==> src/rtl/mem_bus_arbiter.sv <==
// Round-robin arbiter that shares one memory bus between N_REQ masters.
// One transaction is in flight at a time. Outputs are decoded from state
// and registers only, so there is no combinational path from req.
module mem_bus_arbiter #(
  parameter int N_REQ  = 4,
  parameter int DATA_W = 32,
  parameter int ADDR_W = 4,
  parameter int RD_LAT = 1
) (
  input  logic                      clk,
  input  logic                      rst_n,
  input  logic [N_REQ-1:0]          req,
  input  logic [N_REQ-1:0]          req_we,
  input  logic [N_REQ*ADDR_W-1:0]   req_addr,
  input  logic [N_REQ*DATA_W-1:0]   req_wdata,
  output logic [N_REQ-1:0]          gnt,
  output logic [N_REQ-1:0]          done,
  output logic [DATA_W-1:0]         rdata,
  output logic [ADDR_W-1:0]         bus_address,
  output logic [DATA_W-1:0]         bus_wdata,
  output logic                      bus_read,
  output logic                      bus_write,
  input  logic [DATA_W-1:0]         bus_rdata
);

  localparam int PW = $clog2(N_REQ);
  localparam int unsigned NU = N_REQ;

  typedef enum logic [1:0] {IDLE, ACCESS, WAIT, RESP} state_t;

  state_t              state, state_nx;
  logic [PW-1:0]       ptr, ptr_nx;      // last winner; also the current owner
  logic                we_r, we_nx;
  logic [ADDR_W-1:0]   addr_r, addr_nx;
  logic [DATA_W-1:0]   wdata_r, wdata_nx;
  logic [3:0]          cnt, cnt_nx;
  logic [DATA_W-1:0]   rdata_r, rdata_nx;

  logic                found;
  logic [PW-1:0]       win;

  // Round-robin search: first set req bit starting just after ptr, with wrap.
  always_comb begin
    int unsigned idx;
    idx   = 0;
    found = 1'b0;
    win   = ptr;
    for (int unsigned i = 1; i <= NU; i++) begin
      idx = (32'(ptr) + i) % NU;
      if (!found && req[idx]) begin
        found = 1'b1;
        win   = PW'(idx);
      end
    end
  end

  // Next-state and datapath register update logic.
  always_comb begin
    state_nx = state;
    ptr_nx   = ptr;
    we_nx    = we_r;
    addr_nx  = addr_r;
    wdata_nx = wdata_r;
    cnt_nx   = cnt;
    rdata_nx = rdata_r;
    unique case (state)
      IDLE: begin
        if (found) begin
          ptr_nx   = win;
          we_nx    = req_we[win];
          addr_nx  = req_addr[win*ADDR_W +: ADDR_W];
          wdata_nx = req_wdata[win*DATA_W +: DATA_W];
          state_nx = ACCESS;
        end
      end
      ACCESS: begin
        if (we_r) begin
          state_nx = IDLE;
        end else begin
          cnt_nx   = 4'(RD_LAT - 1);
          state_nx = WAIT;
        end
      end
      WAIT: begin
        if (cnt == '0) begin
          rdata_nx = bus_rdata;
          state_nx = RESP;
        end else begin
          cnt_nx = cnt - 4'd1;
        end
      end
      RESP: state_nx = IDLE;
      default: state_nx = IDLE;
    endcase
  end

  // State and datapath registers with asynchronous active-low reset.
  always_ff @(posedge clk or negedge rst_n) begin
    if (!rst_n) begin
      state   <= IDLE;
      ptr     <= PW'(N_REQ - 1);
      we_r    <= 1'b0;
      addr_r  <= '0;
      wdata_r <= '0;
      cnt     <= '0;
      rdata_r <= '0;
    end else begin
      state   <= state_nx;
      ptr     <= ptr_nx;
      we_r    <= we_nx;
      addr_r  <= addr_nx;
      wdata_r <= wdata_nx;
      cnt     <= cnt_nx;
      rdata_r <= rdata_nx;
    end
  end

  // Output decode from state and registers; reset clears them immediately.
  always_comb begin
    gnt       = '0;
    done      = '0;
    bus_read  = 1'b0;
    bus_write = 1'b0;
    if (state != IDLE) gnt[ptr] = 1'b1;
    if ((state == ACCESS && we_r) || state == RESP) done[ptr] = 1'b1;
    if (state == ACCESS) begin
      bus_read  = ~we_r;
      bus_write = we_r;
    end
  end

  assign bus_address = addr_r;
  assign bus_wdata   = wdata_r;
  assign rdata       = rdata_r;

endmodule
==> config.mk <==
export PLATFORM = sky130hd
export DESIGN_NAME = mem_bus_arbiter
export DESIGN_NICKNAME = d
export VERILOG_FILES = /design/src/rtl/mem_bus_arbiter.sv
export SDC_FILE = /design/constraint.sdc
export NUM_CORES = 1
export LEC_CHECK = 0
export ABC_AREA = 0
export BUFFER_PORTS_ARGS = -buffer_cell sky130_fd_sc_hd__buf_2
export CORE_MARGIN = 10
export CORE_UTILIZATION = 40
export DETAILED_ROUTE_END_ITERATION = 7
export GPL_ROUTABILITY_DRIVEN = 0
export PLACE_DENSITY = 0.68
export SLEW_MARGIN = 20
export SYNTH_ARGS = -nofsm -noshare
export SYNTH_HDL_FRONTEND = slang
export SYNTH_SLANG_ARGS = --single-unit
==> constraint.sdc <==
create_clock -name clk -period 4.3 [get_ports clk]
set_input_delay 0 -clock clk [delete_from_list [all_inputs] [get_ports clk]]
set_output_delay 0 -clock clk [all_outputs]
set_load 0.02 [all_outputs]
==> flow_summary.html <==
<table>
<tr><th>Metric</th><th>Value</th></tr>
<tr><th colspan="2">Status</th></tr>
<tr><td>Run status</td><td>complete, no violations</td></tr>
<tr><th colspan="2">Cells and area</th></tr>
<tr><td>Commonest non-fill, non-tap cell in the layout</td><td>buf_2</td></tr>
<tr><td>Relative area change from synthesis to final layout</td><td>29.2%</td></tr>
<tr><td>Share of post-route cells with drive strength above 1</td><td>0.316</td></tr>
<tr><td>Commonest non-fill, non-tap cells in the layout</td><td>262 x buf_2, 116 x a21oi_1, 78 x and2_1, 77 x nand2_1</td></tr>
<tr><td>Number of non-filler instances in the completed layout</td><td>1298</td></tr>
<tr><td>Layout fillers</td><td>1561</td></tr>
<tr><td>Final-stage net count</td><td>1261</td></tr>
<tr><th colspan="2">STA</th></tr>
<tr><td>Time the final worst path needs with I/O delays and setup</td><td>3.49 ns</td></tr>
<tr><td>Worst hold slack after final layout</td><td>0.119 ns</td></tr>
<tr><td>Minimum setup slack in the final design</td><td>0.808 ns</td></tr>
<tr><td>Worst slew pin tran</td><td>1.15 ns</td></tr>
<tr><td>Clk_skew</td><td>0.00543 ns</td></tr>
<tr><td>Max-slew headroom</td><td>0.236</td></tr>
<tr><td>Final hold viol count</td><td>0</td></tr>
<tr><td>Max Slew Vio Count</td><td>0</td></tr>
<tr><td>Period utilisation layout</td><td>0.812</td></tr>
<tr><td>Maximum clock rate</td><td>286 MHz</td></tr>
<tr><td>TNS Setup</td><td>0 ns</td></tr>
<tr><td>RSZ-0062 raised after global routing</td><td>false</td></tr>
<tr><td>Final number of setup-violating endpoints</td><td>0</td></tr>
<tr><th colspan="2">Power</th></tr>
<tr><td>Total Power Consumption</td><td>6810 uW</td></tr>
<tr><td>Max rail drop VDD</td><td>0.000561 V</td></tr>
<tr><td>Leakage power</td><td>0.00379 uW</td></tr>
<tr><td>Pwr dens</td><td>800 mW/mm2</td></tr>
<tr><th colspan="2">Setup path</th></tr>
<tr><td>Kind of end point of the critical path</td><td>register</td></tr>
<tr><td>Delay of the slowest cell on the worst path</td><td>0.87 ns</td></tr>
<tr><td>Number of cell instances on the worst register-to-register path</td><td>9</td></tr>
<tr><td>CP Data Arrival Time</td><td>3.77 ns</td></tr>
<tr><td>CP Depth</td><td>9</td></tr>
<tr><td>CP Cell Sequence</td><td>inv_4 -&gt; ha_1 -&gt; mux2i_4 -&gt; a221o_2 -&gt; buf_4 -&gt; a32oi_1 -&gt; o21ai_1 -&gt; mux2i_1 -&gt; a21oi_1</td></tr>
<tr><td>Crit start category</td><td>register</td></tr>
<tr><td>CP bufs+invs</td><td>2</td></tr>
<tr><td>Required time at the worst-slack endpoint</td><td>4.58 ns</td></tr>
<tr><td>Largest fanout of any net on the critical path</td><td>49</td></tr>
<tr><td>Slowest cell on the critical path</td><td>a221o_2</td></tr>
<tr><td>Critical path start-end classification</td><td>reg -&gt; reg</td></tr>
<tr><td>Kind of cell adding the most delay to the critical path</td><td>compound AO/OA/AOI/OAI gates</td></tr>
<tr><th colspan="2">Clock tree</th></tr>
<tr><td>Clock slew at the register clock pins of the worst setup and hold paths</td><td>0.07 ns</td></tr>
<tr><td>Number of clock sinks</td><td>77</td></tr>
<tr><td>CTS tree</td><td>built</td></tr>
<tr><td>Maximum level of the CTS H-tree</td><td>3</td></tr>
<tr><td>CTS root buf</td><td>clkbuf_16</td></tr>
<tr><td>Number of buffers created by CTS</td><td>9</td></tr>
<tr><td>Skew-Pair Late Insertion Delay</td><td>0.35 ns</td></tr>
<tr><td>Clock Path Buffers</td><td>2</td></tr>
<tr><td>Post-CTS Setup Bufs</td><td>0</td></tr>
<tr><th colspan="2">Global route</th></tr>
<tr><td>Number of global-route vias before repair</td><td>7309</td></tr>
<tr><td>Congestion Overflow GR</td><td>0</td></tr>
<tr><td>Aggregate global-route resource usage</td><td>0.221</td></tr>
<tr><td>Pin count of the biggest net entering global routing</td><td>134</td></tr>
<tr><td>Number of antenna violations at the first check in global routing</td><td>9</td></tr>
<tr><td>Global-route wire length before repair</td><td>40.0 mm</td></tr>
<tr><th colspan="2">Synth</th></tr>
<tr><td>Number of warning messages in the yosys log</td><td>0</td></tr>
<tr><td>Mapped Avg Cell Area</td><td>7.75 um2</td></tr>
<tr><td>Summed instance area of the synthesized netlist</td><td>0.00659 mm2</td></tr>
<tr><td>Post-synthesis instance total</td><td>850</td></tr>
<tr><td>Post-Syn Nets</td><td>1042</td></tr>
<tr><td>Synthesis-stage register bit count</td><td>77</td></tr>
<tr><td>Top area cells in the synthesized netlist</td><td>dfrtp_1 28%, a32oi_1 9.8%, a21oi_1 8.8%</td></tr>
<tr><td>Cell type with the highest aggregate area in the netlist</td><td>dfrtp_1</td></tr>
<tr><td>Fraction of synthesized cell area taken by the top area cell type</td><td>0.285</td></tr>
<tr><td>Sequential fraction of the synthesis area</td><td>0.293</td></tr>
<tr><td>Distinct cells, synth</td><td>37</td></tr>
<tr><th colspan="2">Placement</th></tr>
<tr><td>Half-perimeter wire length after detailed placement</td><td>16.9 mm</td></tr>
<tr><td>Worst slack at placement</td><td>0.711 ns</td></tr>
<tr><td>Placed Cells incl. Taps</td><td>1241</td></tr>
<tr><td>Count of buffers inserted at the top-level ports</td><td>263</td></tr>
<tr><th colspan="2">Floorplan</th></tr>
<tr><td>Area of the core</td><td>0.0160 mm2</td></tr>
<tr><td>Number of standard-cell rows in the floorplan</td><td>46</td></tr>
<tr><td>Top-level I/O count</td><td>264</td></tr>
<tr><td>Chip width</td><td>148 um</td></tr>
<tr><td>Area enclosed by the die boundary</td><td>0.0220 mm2</td></tr>
<tr><td>Floorplan die height</td><td>148 um</td></tr>
<tr><td>Starting density of the core</td><td>0.412</td></tr>
<tr><th colspan="2">Drt</th></tr>
<tr><td>Avg WL per Cell</td><td>19.6 um</td></tr>
<tr><td>Sum of routed wire length over all layers</td><td>25.4 mm</td></tr>
<tr><td>Iteration count of the initial detailed-routing pass</td><td>4</td></tr>
<tr><td>Antenna Nets Post-Route</td><td>0</td></tr>
<tr><td>Total DRC errors in the routed layout</td><td>0</td></tr>
<tr><td>Per-cell via count in the routed design</td><td>5.73</td></tr>
<tr><td>Via total after detailed routing</td><td>7437</td></tr>
<tr><td>Number of design-rule violations left by the first detailed-router iteration</td><td>477</td></tr>
<tr><th colspan="2">Flow run</th></tr>
<tr><td>Maximum Capacitance Violations</td><td>0</td></tr>
<tr><th colspan="2">Min path</th></tr>
<tr><td>Cell depth of the worst min-delay path</td><td>5</td></tr>
<tr><td>Worst hold path class</td><td>in -&gt; reg</td></tr>
</table>
[synthesized netlist by cell type (all sizes together)]
cell,number
buf,45
o21ai,79
nor2,50
xnor2,1
a21oi,116
clkbuf,59
and2,78
a221o,5
nor2b,5
dfrtp,75
o22ai,1
ha,6
nor3,2
a22o,1
mux2i,40
nand2,78
a211oi,2
a21o,1
nand2b,7
a32oi,74
o21bai,1
mux2,35
a41oi,1
dfstp,2
o21a,1
nor3b,1
nor4,3
and3b,1
inv,5
a31oi,75
[where the power goes]
group          leakage (uW)  internal [uW]  total, uW  switching (uW)
Sequential         0.000892           1110       1380             268
Clock              0.000137            400        748             348
Combinational       0.00276           1750       4680            2940
[tightest hold or removal path: cells and delay by family]
kind	cells	cell delay [ns]
AOI/OAI and AO/OA	3	0.28
buffers and inverters	1	0.09
muxes	1	0.07
[stage by stage]
stage,cell area (um2),utilization
5_1_grt,8510,0.532
2_1_floorplan,6590,-
3_3_place_gp,7870,0.492
6_report,8510,0.532
4_1_cts,8480,0.530
3_5_place_dp,7870,0.492
[final timing paths]
| path | startpoint | end | slack (ns) |
|---|---|---|---|
| hold / removal | req_wdata[24] | bus_wdata[24]$_DFFE_PN0P_ | 0.12 |
| max in group asynchronous | rst_n | rdata[24]$_DFFE_PN0P_ | 3.15 |
| setup / recovery | ptr[0]$_DFFE_PN1P_ | bus_wdata[30]$_DFFE_PN0P_ | 0.81 |
| hold reg to reg | rdata[16]$_DFFE_PN0P_ | rdata[16]$_DFFE_PN0P_ | 0.50 |
| min in group asynchronous | rst_n | bus_wdata[16]$_DFFE_PN0P_ | 0.13 |
| setup reg to reg | ptr[0]$_DFFE_PN1P_ | bus_wdata[30]$_DFFE_PN0P_ | 0.81 |
[flip-flops by register name, summed over array words and instances, names as in the netlist, named ones only]
name	flops
bus_address	4
rdata	32
cnt	4
ptr	2
state	1
we_r	1
bus_wdata	32
[metal layers]
layer / global-route usage / share of wire
met5: 0 / 0.00051
met4: 0.0803 / 0.023
met3: 0.0592 / 0.077
met2: 0.361 / 0.48
met1: 0.274 / 0.42
[kinds of logic after synthesis]
logic type | Yosys count | synth area share
adders and majority gates | 6 | 0.0114
AOI/OAI and AO/OA | 357 | 0.335
xor gates and xnor gates | 1 | 0.00133
DFF | 77 | 0.293
muxes | 75 | 0.122
buffers and inverters | 109 | 0.0731
and+or+nand+nor | 225 | 0.165
[layout make-up]
type | count | area (um2) | area share
clock inverter | 7 | 56.3 | 0.00661
timing repair buffer | 312 | 1770 | 0.208
antenna | 8 | 20.0 | 0.00235
clock buffer | 9 | 225 | 0.0265
multi-input combinational | 664 | 4210 | 0.495
sequential | 77 | 1930 | 0.227
inverter | 5 | 21.3 | 0.00250
tap | 216 | 270 | 0.0317
[repair_timing]
item | 4_1_cts | 5_1_grt
resized for setup | 0 | 0
hold buffers | 33 | 0
setup endpoints to repair | 0 | 0
endpoints found under the hold margin | 60 | 0
Note: power is estimated with default switching activity, not from simulation.
